File: config.mk
export PLATFORM = sky130hd
export DESIGN_NAME = mem_arbiter
export DESIGN_NICKNAME = d
export VERILOG_FILES = /design/src/rtl/mem_arb_pkg.sv /design/src/rtl/mem_wr_buffer.sv /design/src/rtl/mem_arbiter.sv
export SDC_FILE = /design/constraint.sdc
export NUM_CORES = 1
export LEC_CHECK = 0
export CORE_AREA = 5 5 390 392
export DETAILED_ROUTE_END_ITERATION = 10
export DIE_AREA = 0 0 395 397
export GPL_TIMING_DRIVEN = 0
export SLEW_MARGIN = 20
export SYNTH_ARGS = -nofsm -noshare
export SYNTH_HDL_FRONTEND = slang
export SYNTH_SLANG_ARGS = --single-unit
export TNS_END_PERCENT = 30
File: constraint.sdc
create_clock -name i_clk -period 3.56 [get_ports i_clk]
set_input_delay 0.712 -clock i_clk [delete_from_list [all_inputs] [get_ports i_clk]]
set_output_delay 0.712 -clock i_clk [all_outputs]
set_load 0.02 [all_outputs]
File: src/rtl/mem_arb_pkg.sv
// Shared types and constants for the memory arbiter.
//   arb_state_e : arbiter FSM states
//   wb_entry_t  : one buffered D-cache store (address, data, byte strobes)
package mem_arb_pkg;

  // Byte offset inside a 256-bit (32-byte) cache line.
  localparam int unsigned LINE_OFFSET_BITS = 5;

  // Storage widths of a buffered store; the arbiter's ADDR_WIDTH/DATA_WIDTH must not exceed them.
  localparam int unsigned WB_ADDR_W = 32;
  localparam int unsigned WB_DATA_W = 32;

  typedef enum logic [2:0] {
    StIdle,
    StRdIssue,
    StRdWait,
    StRdResp,
    StWrIssue,
    StWrWait
  } arb_state_e;

  typedef struct packed {
    logic [WB_ADDR_W-1:0] addr;
    logic [WB_DATA_W-1:0] data;
    logic [3:0]           strb;
  } wb_entry_t;

endpackage

File: src/rtl/mem_wr_buffer.sv
// Write buffer: synchronous FIFO of D-cache stores.
//   i_clk, i_rst           : clock, synchronous active-high reset
//   i_push, i_push_entry   : enqueue a store (caller guarantees not full)
//   i_pop                  : dequeue the head (caller guarantees not empty)
//   o_head                 : oldest entry
//   o_count/o_full/o_empty : occupancy, all from registered state
//   i_query_a/b            : line addresses to look up
//   o_match_a/b            : per-entry hit vectors (valid entry in the same line)
module mem_wr_buffer
  import mem_arb_pkg::*;
#(
  parameter int unsigned DEPTH = 4
) (
  input  logic                     i_clk,
  input  logic                     i_rst,
  input  logic                     i_push,
  input  wb_entry_t                i_push_entry,
  input  logic                     i_pop,
  output wb_entry_t                o_head,
  output logic [$clog2(DEPTH):0]   o_count,
  output logic                     o_full,
  output logic                     o_empty,
  input  logic [WB_ADDR_W-1:0]     i_query_a,
  input  logic [WB_ADDR_W-1:0]     i_query_b,
  output logic [DEPTH-1:0]         o_match_a,
  output logic [DEPTH-1:0]         o_match_b
);

  localparam int unsigned PtrW = $clog2(DEPTH);
  localparam int unsigned CntW = PtrW + 1;

  wb_entry_t         r_mem [DEPTH];
  logic [PtrW-1:0]   r_wptr;
  logic [PtrW-1:0]   r_rptr;
  logic [CntW-1:0]   r_count;
  logic [PtrW-1:0]   w_off;
  logic [DEPTH-1:0]  w_valid;

  always_ff @(posedge i_clk) begin
    if (i_push) begin
      r_mem[r_wptr] <= i_push_entry;
    end
  end

  // Pointers wrap naturally because DEPTH is a power of two.
  always_ff @(posedge i_clk) begin
    if (i_rst) begin
      r_wptr  <= '0;
      r_rptr  <= '0;
      r_count <= '0;
    end else begin
      if (i_push) r_wptr <= r_wptr + 1'b1;
      if (i_pop)  r_rptr <= r_rptr + 1'b1;
      case ({i_push, i_pop})
        2'b10:   r_count <= r_count + 1'b1;
        2'b01:   r_count <= r_count - 1'b1;
        default: r_count <= r_count;
      endcase
    end
  end

  // An entry is live when its distance from the read pointer is below the count.
  always_comb begin
    w_off     = '0;
    w_valid   = '0;
    o_match_a = '0;
    o_match_b = '0;
    for (int i = 0; i < DEPTH; i++) begin
      w_off        = PtrW'(i) - r_rptr;
      w_valid[i]   = CntW'(w_off) < r_count;
      o_match_a[i] = w_valid[i] && (r_mem[i].addr[WB_ADDR_W-1:LINE_OFFSET_BITS] ==
                                    i_query_a[WB_ADDR_W-1:LINE_OFFSET_BITS]);
      o_match_b[i] = w_valid[i] && (r_mem[i].addr[WB_ADDR_W-1:LINE_OFFSET_BITS] ==
                                    i_query_b[WB_ADDR_W-1:LINE_OFFSET_BITS]);
    end
  end

  assign o_head  = r_mem[r_rptr];
  assign o_count = r_count;
  assign o_full  = r_count == CntW'(DEPTH);
  assign o_empty = r_count == '0;

endmodule

File: src/rtl/mem_arbiter.sv
// Memory arbiter: owns main memory's read and write channels.
//   I-cache / D-cache refills  : i_*_req + address in, done pulse + 256-bit line out
//   D-cache stores             : valid/ready into a write buffer, drained one word at a time
//   Memory read channel        : o_mem_read_req/address, i_mem_read_done/i_cache_line
//   Memory write channel       : o_mem_write_valid/data/address/o_write_strobe, i_mem_write_done
// One memory transaction at a time; a refill hitting a line with a buffered store drains first.
module mem_arbiter
  import mem_arb_pkg::*;
#(
  parameter int unsigned ADDR_WIDTH       = 32,
  parameter int unsigned DATA_WIDTH       = 32,
  parameter int unsigned CACHE_LINE_WIDTH = 256,
  parameter int unsigned WB_DEPTH         = 4
) (
  input  logic                        i_clk,
  input  logic                        i_rst,
  input  logic                        i_ic_req,
  input  logic [ADDR_WIDTH-1:0]       i_ic_addr,
  output logic                        o_ic_done,
  output logic [CACHE_LINE_WIDTH-1:0] o_ic_line,
  input  logic                        i_dc_rd_req,
  input  logic [ADDR_WIDTH-1:0]       i_dc_rd_addr,
  output logic                        o_dc_rd_done,
  output logic [CACHE_LINE_WIDTH-1:0] o_dc_line,
  input  logic                        i_dc_wr_valid,
  input  logic [ADDR_WIDTH-1:0]       i_dc_wr_addr,
  input  logic [DATA_WIDTH-1:0]       i_dc_wr_data,
  input  logic [3:0]                  i_dc_wr_strb,
  output logic                        o_dc_wr_ready,
  output logic [ADDR_WIDTH-1:0]       o_mem_read_address,
  output logic                        o_mem_read_req,
  input  logic                        i_mem_read_done,
  input  logic [CACHE_LINE_WIDTH-1:0] i_cache_line,
  output logic                        o_mem_write_valid,
  output logic [DATA_WIDTH-1:0]       o_mem_write_data,
  output logic [ADDR_WIDTH-1:0]       o_mem_write_address,
  output logic [7:0]                  o_write_strobe,
  input  logic                        i_mem_write_done
);

  localparam int unsigned CntW = $clog2(WB_DEPTH) + 1;

  arb_state_e                  r_state, w_state_d;
  logic                        r_grant_dc, w_grant_dc_d;  // current read belongs to D-cache
  logic                        r_rr_dc, w_rr_dc_d;        // D-cache wins the next tie
  logic [ADDR_WIDTH-1:0]       r_rd_addr, w_rd_addr_d;
  logic [CACHE_LINE_WIDTH-1:0] r_ic_line, r_dc_line;

  wb_entry_t                   w_push_entry, w_head;
  logic [CntW-1:0]             w_count;
  logic                        w_full, w_empty, w_push, w_pop, w_hazard, w_wr_active;
  logic [WB_DEPTH-1:0]         w_match_ic, w_match_dc;

  assign o_dc_wr_ready = w_count < CntW'(WB_DEPTH);
  assign w_push        = i_dc_wr_valid && o_dc_wr_ready;
  assign w_pop         = (r_state == StWrWait) && i_mem_write_done;

  assign w_push_entry.addr = WB_ADDR_W'(i_dc_wr_addr);
  assign w_push_entry.data = WB_DATA_W'(i_dc_wr_data);
  assign w_push_entry.strb = i_dc_wr_strb;

  mem_wr_buffer #(
    .DEPTH (WB_DEPTH)
  ) u_wr_buffer (
    .i_clk        (i_clk),
    .i_rst        (i_rst),
    .i_push       (w_push),
    .i_push_entry (w_push_entry),
    .i_pop        (w_pop),
    .o_head       (w_head),
    .o_count      (w_count),
    .o_full       (w_full),
    .o_empty      (w_empty),
    .i_query_a    (WB_ADDR_W'(i_ic_addr)),
    .i_query_b    (WB_ADDR_W'(i_dc_rd_addr)),
    .o_match_a    (w_match_ic),
    .o_match_b    (w_match_dc)
  );

  // A pending refill must not overtake a buffered store to the same line.
  assign w_hazard = (i_ic_req && |w_match_ic) || (i_dc_rd_req && |w_match_dc);

  always_comb begin
    w_state_d    = r_state;
    w_grant_dc_d = r_grant_dc;
    w_rr_dc_d    = r_rr_dc;
    w_rd_addr_d  = r_rd_addr;
    unique case (r_state)
      StIdle: begin
        if (w_full || w_hazard) begin
          w_state_d = StWrIssue;
        end else if (i_ic_req || i_dc_rd_req) begin
          w_grant_dc_d = i_dc_rd_req && (!i_ic_req || r_rr_dc);
          w_rd_addr_d  = w_grant_dc_d ? i_dc_rd_addr : i_ic_addr;
          w_rr_dc_d    = !w_grant_dc_d;
          w_state_d    = StRdIssue;
        end else if (!w_empty) begin
          w_state_d = StWrIssue;
        end
      end
      StRdIssue: w_state_d = StRdWait;
      StRdWait:  if (i_mem_read_done) w_state_d = StRdResp;
      StRdResp:  w_state_d = StIdle;
      StWrIssue: w_state_d = StWrWait;
      StWrWait:  if (i_mem_write_done) w_state_d = StIdle;
      default:   w_state_d = StIdle;
    endcase
  end

  always_ff @(posedge i_clk) begin
    if (i_rst) begin
      r_state    <= StIdle;
      r_grant_dc <= 1'b0;
      r_rr_dc    <= 1'b0;
      r_rd_addr  <= '0;
      r_ic_line  <= '0;
      r_dc_line  <= '0;
    end else begin
      r_state    <= w_state_d;
      r_grant_dc <= w_grant_dc_d;
      r_rr_dc    <= w_rr_dc_d;
      r_rd_addr  <= w_rd_addr_d;
      if (r_state == StRdWait && i_mem_read_done) begin
        if (r_grant_dc) r_dc_line <= i_cache_line;
        else            r_ic_line <= i_cache_line;
      end
    end
  end

  assign o_mem_read_req     = r_state == StRdIssue;
  assign o_mem_read_address = r_rd_addr;
  assign o_ic_done          = (r_state == StRdResp) && !r_grant_dc;
  assign o_dc_rd_done       = (r_state == StRdResp) && r_grant_dc;
  assign o_ic_line          = r_ic_line;
  assign o_dc_line          = r_dc_line;

  // Head entry is shown only while a drain is in flight so idle outputs stay zero.
  assign w_wr_active         = (r_state == StWrIssue) || (r_state == StWrWait);
  assign o_mem_write_valid   = r_state == StWrIssue;
  assign o_mem_write_address = w_wr_active ? ADDR_WIDTH'(w_head.addr) : '0;
  assign o_mem_write_data    = w_wr_active ? DATA_WIDTH'(w_head.data) : '0;
  assign o_write_strobe      = w_wr_active ? {4'b0000, w_head.strb} : 8'h00;

endmodule
Word level (Yosys, flattened, before mapping)
Memory sizes are Yosys's and may differ from the RTL's. A register that Yosys moved wholly into a read port is not among the register bits. Cells that the tools add are included.

Flip-flop bits (word level): 556. Bits in writable memories: 272. Input bits: 395. Output and inout bits: 621. Memories kept: 1.

Add/sub/neg operators: 8. Order comparisons: 5. Eq/ne operators: 19. Multiplexer cells: 15. Bitwise operators: 2. Reduce and logical (&&, ||, !) cells: 33.

Memories: u_wr_buffer.r_mem (depth 4, width 68, read ports 5, clocked after memory_dff 1, wr ports 1, line mem_wr_buffer.sv:32) `wb_entry_t r_mem [DEPTH];`.

Operator list (count): 27-bit == test (8); 32-bit two-way mux (3); 1-bit logical AND (16); 3-bit two-way mux (5); 3-bit one-hot mux with 5 select lines (1); 2-bit by 3-bit < comparator with 1-bit output (4); 3-bit == test (second input constant) (3); 4-bit OR reduction (2); 3-bit by 2-bit == test with 1-bit output (second input constant) (2); 3-bit zero test (2); 3-bit one-hot mux with 2 select lines (1); 3-bit AND reduction (2); 1-bit logical OR (5); 2-bit by 1-bit adder with 2-bit output (second input constant) (2); 2-bit two-way mux (2); 4-bit two-way mux (1); 2-bit inequality test (second input constant) (2); 4-bit inequality test (second input constant) (1); 2-bit AND reduction (2); 1-bit by 2-bit subtractor with 2-bit output (first input constant) (2); 2-bit subtractor (first input constant) (2); 3-bit by 1-bit adder with 3-bit output (second input constant) (1); 3-bit by 1-bit == test with 1-bit output (second input constant) (1); 1-bit zero test (3); other kinds (7) (9).

Depth between registers and ports, before layout
Gate-level depths: netlist (run 1).

Word-level depth: 9. Gate-level depth with buffers: 14. Gate-level depth less buffers: 11.

Modules after synthesis
A second synthesis (run 1) with hierarchy kept.

Cell total of the unflattened synthesis: 3219. Area total of the unflattened synthesis: 33086.7 um^2.

By module, submodules not included: mem_arbiter (times used 1, cells each 2503, area each 20332.0 um^2, sequential area each 10990.5 um^2); mem_wr_buffer (times used 1, cells each 716, area each 12754.7 um^2, sequential area each 8348.0 um^2).

Worst setup path before layout (run 1)
OpenSTA, ideal clock, no wires.

Path type: input port to flip-flop. Start: input i_dc_wr_valid. End: memory u_wr_buffer.r_mem[1][0] in the netlist's numbering (enable). Library setup time: 0.433 ns. Data arrival time: 2.685 ns. Data required time: 3.127 ns. Path slack: 0.442 ns. Cell stages on the path: 3. Cell sequence: nor2b_1 clkbuf_1 and2_1.

Longest elaborated chain between the ends: 3.

Ends and longest elaborated chain: start: declaration (line mem_arbiter.sv:25) `input logic i_dc_wr_valid,`; 1-bit logical AND (line mem_arbiter.sv:55) `assign w_push = i_dc_wr_valid && o_dc_wr_ready;`; 1-bit two-way mux (line mem_wr_buffer.sv:40) `if (i_push) begin`; 1-bit two-way mux (implied by the code) (line mem_wr_buffer.sv:41) `r_mem[r_wptr] <= i_push_entry;`; end: declaration (line mem_wr_buffer.sv:32).

No other way between the ends.

==> results.sh, run 1 <==
export IMPL_synthArstFlopShare=0
export IMPL_worstPathRequired_ns=2.85
export IMPL_clk_latency_ns=0.70
export IMPL_final_cell_mix="1093 x nand2_1, 930 x clkdlybuf4s50_1, 557 x dfxtp_1"
export IMPL_grt_max_degree=43
export IMPL_p_total_mw=24.7
export IMPL_yosysSeqAreaShare=0.589
export IMPL_period_minus_slack_ns=3.46
export IMPL_ys_ff_latch=830
export IMPL_synth_fa_ha_area_frac=0.00404
export IMPL_tightest_slew_ns=1.18
export IMPL_finClkSkew_ns=0.0229
export IMPL_io_buffers=956
export IMPL_synthCells=3304
export IMPL_slew_headroom=0.210
export IMPL_hpwl_um=136000
export IMPL_synthSimpleGateAreaFrac=0.159
export IMPL_synth_cell_type_count=47
export IMPL_clkTransAtPathRegs_ns=0.06
export IMPL_cp_top_family="buffers and inverters"
export IMPL_grt_ovfl_total=0
export IMPL_finalSetupViolations=0
export IMPL_die_h_um=397
export IMPL_grt_pass1_vias=28800
export IMPL_ys_flop_type="dfxtp_1"
export IMPL_startpoint_type="flop"
export IMPL_vias=29400
export IMPL_cts_made_buffers=93
export IMPL_hold_buffers=0
export IMPL_drc=0
export IMPL_slowest_delay_ns=0.70
export IMPL_p_per_area_nw_per_um2=509
export IMPL_slew_violations=0
export IMPL_die_x_um=395
export IMPL_rows=142
export IMPL_postCtsSetupBuffers=0
export IMPL_syn_to_final_growth_pct=47.4
export IMPL_wl_um=168000
export IMPL_endpoint_kind="primary output"
export IMPL_grt_use_met2=0.338
export IMPL_cts_root_buf="clkbuf_16"
export IMPL_nNetsFinal=4772
export IMPL_synth_top_family_by_area="simple AND/OR/NAND/NOR gates"
export IMPL_rsz0062_at_grt="false"
export IMPL_avgSynthCellArea_um2=9.94
export IMPL_drive_above_1_share=0.0848
export IMPL_drt_iter0_drc=2116
export IMPL_antenna_found_initial=29
export IMPL_cp_arrival_ns=2.74
export IMPL_synth_compound_area_frac=0.0996
export IMPL_crit_type="flop to primary output"
export IMPL_yosys_warnings=0
export IMPL_final_common_cell="nand2_1"
export IMPL_routed_via_density=4.59
export IMPL_synthXorXnorAreaFrac=0.0592
export IMPL_grt_pass1_wl_um=228000
export IMPL_ir_drop_mv=0.444
export IMPL_outcome="finished, final reports clean"
export IMPL_synth_edf_count=272
export IMPL_initial_core_util=0.221
export IMPL_grt_total_usage=0.204
export IMPL_htree_levels=3
export IMPL_drt_first_pass_iters=5
export IMPL_fin_setup_tns_ns=0
export IMPL_cap_violations=0
export IMPL_hold_viol=0
export IMPL_design_die_area_um2=157000
export IMPL_routedWlPerCell_um=26.2
export IMPL_fin_crit_sh=0.971
export IMPL_io_pins=1016
export IMPL_cts_buffer_depth=3
export IMPL_cts_tree="built"
export IMPL_use_met1=0.255
export IMPL_busiest_layer="met2"
export IMPL_hold_ws_ns=0.312
export IMPL_crit_slowest_cell="clkdlybuf4s50_1"
export IMPL_clock_fmax_mhz=289
export IMPL_gp_congestion=0.949
export IMPL_leakage_nw=15.9
export IMPL_use_met3=0.0622
export IMPL_syn_cell_area_um2=32800
export IMPL_critPathMaxFanout=10
export IMPL_cp_cell_sequence="clkbuf_2, mux4_2, nor2b_1, clkdlybuf4s50_1"
export IMPL_worstHoldPathType="primary input to flop"
export IMPL_cp_num_buf_inv=2
export IMPL_ant_nets=0
export IMPL_clock_sinks=830
export IMPL_fp_coreArea_um2=149000
export IMPL_synth_mux_area_frac=0.0474
-- cell type report --
class | count | area (um^2)
Inverter | 13 | 48.8
Clock inverter | 37 | 405
Buffer | 274 | 1420
Multi-Input combinational cell | 2186 | 12200
Antenna cell | 17 | 42.5
Clock buffer | 135 | 2670
Tap cell | 1944 | 2430
Timing Repair Buffer | 969 | 9890
Fill cell | 15400 | 100000
Sequential cell | 830 | 19300
-- worst register-to-register path: stages, from the launching register on --
cell	delay, ns
dfxtp_1	0.35
inv_1	0.13
ha_1	0.32
a21boi_1	0.16
o21ai_0	0.26
nand3_1	0.20
nor3_1	0.06
nor4_1	0.55
mux2i_1	0.32
nor2_4	0.40
buf_6	0.26
a311oi_1	0.13
-- repair_timing --
action	4_1_cts	5_1_grt
setup endpoints to repair	70	36
pin swaps	0	0
endpoints found under the hold margin	0	0
resized for setup	67	13
-- logic make-up (layout without fill, tap and decap cells) --
| family | after synthesis | count (layout) |
|---|---|---|
| compound gates | 600 | 600 |
| xor+xnor | 222 | 222 |
| other cells | 1 | 21 |
| buf+inv | 291 | 1428 |
| fa+ha+maj | 10 | 10 |
| simple gates | 1280 | 1280 |
| flops | 830 | 830 |
| mux | 70 | 70 |
-- final timing paths --
path	start	to	slack, ns	cells after the start
hold / removal	i_ic_addr[24]	o_mem_read_address[24]	0.31	3
setup reg to reg	u_wr_buffer.o_count[1]	o_mem_read_address[6]	0.24	11
setup / recovery	flop	o_mem_write_address[20]	0.10	4
hold reg to reg	o_dc_line[212]	o_dc_line[212]	0.45	2
-- stage by stage --
stage | cell area [um^2] | instances | setup WS [ns] | util
CTS | 48300 | 6389 | -0.00321 | 0.325
finish | 48400 | 6405 | 0.103 | 0.326
global placement | 44800 | 6207 | -1.96 | 0.302
detailed placement | 45200 | 6220 | -0.866 | 0.304
global route | 48400 | 6397 | 0.0102 | 0.326
floorplan | 32800 | 3307 | 0.442 | -
-- power by group --
part	internal, mW	switching, mW
sequential	10.3	0.318
combinational	1.73	2.57
clock	5.61	4.16
-- flip-flops by register name, summed over array words and instances (netlist names), named ones only --
register             flops
o_ic_line              256
u_wr_buffer.r_mem      272
r_rr_dc                  1
u_wr_buffer.o_count      3
u_wr_buffer.r_rptr       2
u_wr_buffer.r_wptr       2
o_dc_line              256
r_state                  3
o_mem_read_address      32
r_grant_dc               1
-- cells in the mapped netlist (all sizes together) (2+ instances only) --
cell / count / area share
nor4: 49 / 0.0093
nand4: 11 / 0.0021
edfxtp: 272 / 0.25
dfxtp: 558 / 0.34
clkbuf: 205 / 0.024
o21ai: 7 / 0.0011
a311oi: 32 / 0.0089
nand3: 18 / 0.0027
a31oi: 2 / 0.00038
ha: 9 / 0.0034
a211oi: 2 / 0.00061
nand2: 1093 / 0.12
nor2: 15 / 0.0018
xor2: 186 / 0.050
nor2b: 71 / 0.014
xnor2: 36 / 0.0096
buf: 73 / 0.016
mux4: 68 / 0.047
a21oi: 554 / 0.088
nand2b: 2 / 0.00038
nor3: 9 / 0.0014
and2: 5 / 0.00095
inv: 12 / 0.0014
-- layer usage --
metal,vias up,wire [um]
met3,241,15700
met2,1388,78500
met1,14500,68100
met4,14,5490
li1,13300,-
met5,-,93
Note: power is estimated with default switching activity, not from simulation.
==> run 2, diff against run 1 <==
- CELL_PAD_IN_SITES_DETAIL_PLACEMENT: default -> 1
- CELL_PAD_IN_SITES_GLOBAL_PLACEMENT: default -> 1
- CORE_AREA: 5 5 390 392 -> 5 5 394 396
- DIE_AREA: 0 0 395 397 -> 0 0 399 401
- PLACE_DENSITY_LB_ADDON: default -> 0.1
- SLEW_MARGIN: 20 -> 30
==> run 2 against run 1 <==
Final cell count increased by 1.6%. Non-clock buffer count decreased by 4. Critical path depth unchanged. Fmax decreased by 0.29%. Clock skew increased by 0.014 ns. Clock-buffer cell count increased by 22. Die area increased by 2.0%. First-iteration DRC count decreased by 43%. Register-to-register slack improved by 0.02 ns. Combinational power decreased by 1%. Sequential share of layout area decreased by 0.12 points. Hold slack got worse by 0.011 ns. Largest power group unchanged. Highest routed layer unchanged.
==> results.sh, run 2 (synthesis gave the netlist of run 1 again) <==
export IMPL_slew_violations=0
export IMPL_design_die_area_um2=160000
export IMPL_n_fill_cell=17100
export IMPL_cts_made_buffers=104
export IMPL_cp_num_buf_inv=2
export IMPL_ant_nets=0
export IMPL_antenna_found_initial=51
export IMPL_io_pins=1016
export IMPL_dp_slack_ns=-0.216
export IMPL_die_x_um=399
export IMPL_hold_buffers=0
export IMPL_p_total_mw=25.2
export IMPL_rsz0062_at_grt="true"
export IMPL_routed_via_density=4.41
export IMPL_hpwl_um=147000
export IMPL_largest_register_ff_count=272
export IMPL_fp_coreArea_um2=151000
export IMPL_hold_end="o_mem_read_address[24]"
export IMPL_cts_buffer_depth=3
export IMPL_crit_type="flop to primary output"
export IMPL_reg2reg_from="u_wr_buffer.o_count[1]"
export IMPL_outcome="finished, final reports clean"
export IMPL_placed_cell_area_um2=45200
export IMPL_grt_max_degree=37
export IMPL_die_h_um=401
export IMPL_crit_slowest_cell="mux4_2"
export IMPL_drt_iter0_drc=1212
export IMPL_final_util=0.321
export IMPL_clock_fmax_mhz=288
export IMPL_worstPathRequired_ns=2.85
export IMPL_p_per_area_nw_per_um2=518
export IMPL_r2r_end="o_mem_read_address[7]"
export IMPL_seq_area_um2=19300
export IMPL_reg2reg_slack_ns=0.26
export IMPL_multi_input_area_um2=12200
export IMPL_fin_setup_tns_ns=0
export IMPL_endpoint_kind="primary output"
export IMPL_initial_core_util=0.217
export IMPL_htree_levels=3
export IMPL_startpoint_type="flop"
export IMPL_critPathMaxFanout=10
export IMPL_syn_to_final_growth_pct=47.9
export IMPL_hp_start="i_ic_addr[24]"
export IMPL_clock_sinks=830
export IMPL_drive_above_1_share=0.0841
export IMPL_tightest_slew_ns=0.938
export IMPL_vias=28700
export IMPL_r2r_cells=11
export IMPL_slew_headroom=0.375
export IMPL_gp_congestion=0.894
export IMPL_routedWlPerCell_um=28.0
export IMPL_clkTransAtPathRegs_ns=0.06
export IMPL_period_minus_slack_ns=3.47
export IMPL_rows=143
export IMPL_final_common_cell="nand2_1"
export IMPL_final_cell_mix="1093 x nand2_1, 933 x clkdlybuf4s50_1, 556 x dfxtp_1"
export IMPL_cp_arrival_ns=2.75
export IMPL_top_register="u_wr_buffer.r_mem"
export IMPL_cp_top_family="buffers and inverters"
export IMPL_grt_total_usage=0.218
export IMPL_slowest_delay_ns=0.59
export IMPL_drc=0
export IMPL_dpl_cell_count=6301
export IMPL_grt_ovfl_total=0
export IMPL_cp_cell_sequence="buf_8, mux4_2, nor2b_1, clkdlybuf4s50_1"
export IMPL_cts_tree="built"
export IMPL_worstHoldPathType="primary input to flop"
export IMPL_fin_crit_sh=0.974
export IMPL_grt_pass1_wl_um=246000
export IMPL_nNetsFinal=4779
export IMPL_finalSetupViolations=0
export IMPL_final_area_um2=48600
export IMPL_finClkSkew_ns=0.0364
export IMPL_io_buffers=956
export IMPL_wl_um=182000
export IMPL_final_cells=6507
export IMPL_leakage_nw=15.9
export IMPL_finalWorstSetupSlack_ns=0.0935
export IMPL_cap_violations=0
export IMPL_ir_drop_mv=0.384
export IMPL_grt_pass1_vias=29300
export IMPL_postCtsSetupBuffers=0
export IMPL_hold_viol=0
export IMPL_hold_ws_ns=0.301
export IMPL_drt_first_pass_iters=7
export IMPL_hold_path_depth=3
export IMPL_clk_latency_ns=0.72
export IMPL_cts_root_buf="clkbuf_16"
==> run 2: changes by cell type in the layout (fill, tap and decap cells not counted), sizes merged <==
cell           delta
clkbuf           +21
bufinv            -3
clkdlybuf4s50     +3
clkinv            +3
buf               -2
clkdlybuf4s15     -2
clkinvlp          -2
dlygate4sd2       -2
diode             +1
inv               -1
==> run 2: where the power goes <==
part	total (mW)	switching [mW]	internal (mW)
Clock	10.3	4.43	5.90
Combinational	4.25	2.53	1.72
Sequential	10.6	0.305	10.3
==> run 2: cell type report <==
class                      count  area share
clock inverter                34     0.00665
timing repair buffer         964       0.200
clock buffer                 157      0.0610
tap                         2030      0.0523
sequential                   830       0.398
multi-input combinational   2186       0.250
antenna                       18    0.000928
buffer                       275      0.0291
inverter                      13     0.00100
==> run 2: tightest hold or removal path, delay by kind of cell <==
kind            cells  cell delay, ns
simple gates        1            0.06
compound gates      1            0.08
buf+inv             1            0.11
==> run 2: routing by layer <==
| layer | vias to the layer above | wire (um) | track usage | share of wire |
|---|---|---|---|---|
| met2 | 900 | 91100 | 0.389 | 0.50 |
| met3 | 230 | 14000 | 0.0662 | 0.077 |
| met1 | 14200 | 72300 | 0.255 | 0.40 |
| met5 | - | 211 | 0 | 0.0012 |
| li1 | 13300 | - | - | - |
| met4 | 30 | 4340 | 0.0516 | 0.024 |
==> run 2: worst max-delay path by stage <==
stage | startpoint | end | slack [ns] | cells after the start
2_1_floorplan | i_dc_wr_valid | u_wr_buffer.r_mem[1][0] | 0.44 | 3
3_3_place_gp | i_dc_wr_valid | u_wr_buffer.r_mem[0][5] | -1.91 | 4
3_5_place_dp | flop | o_mem_write_data[24] | -0.22 | 6
4_1_cts | flop | o_mem_write_data[11] | -0.07 | 4
5_1_grt | r_state[1] | o_mem_write_address[26] | -0.05 | 5
6_report | flop | o_mem_write_address[7] | 0.09 | 4
==> run 2: repair_timing <==
item | in CTS | in global routing
gates resized for setup | 52 | 13
setup endpoints to repair | 69 | 55
pin swaps | 0 | 0
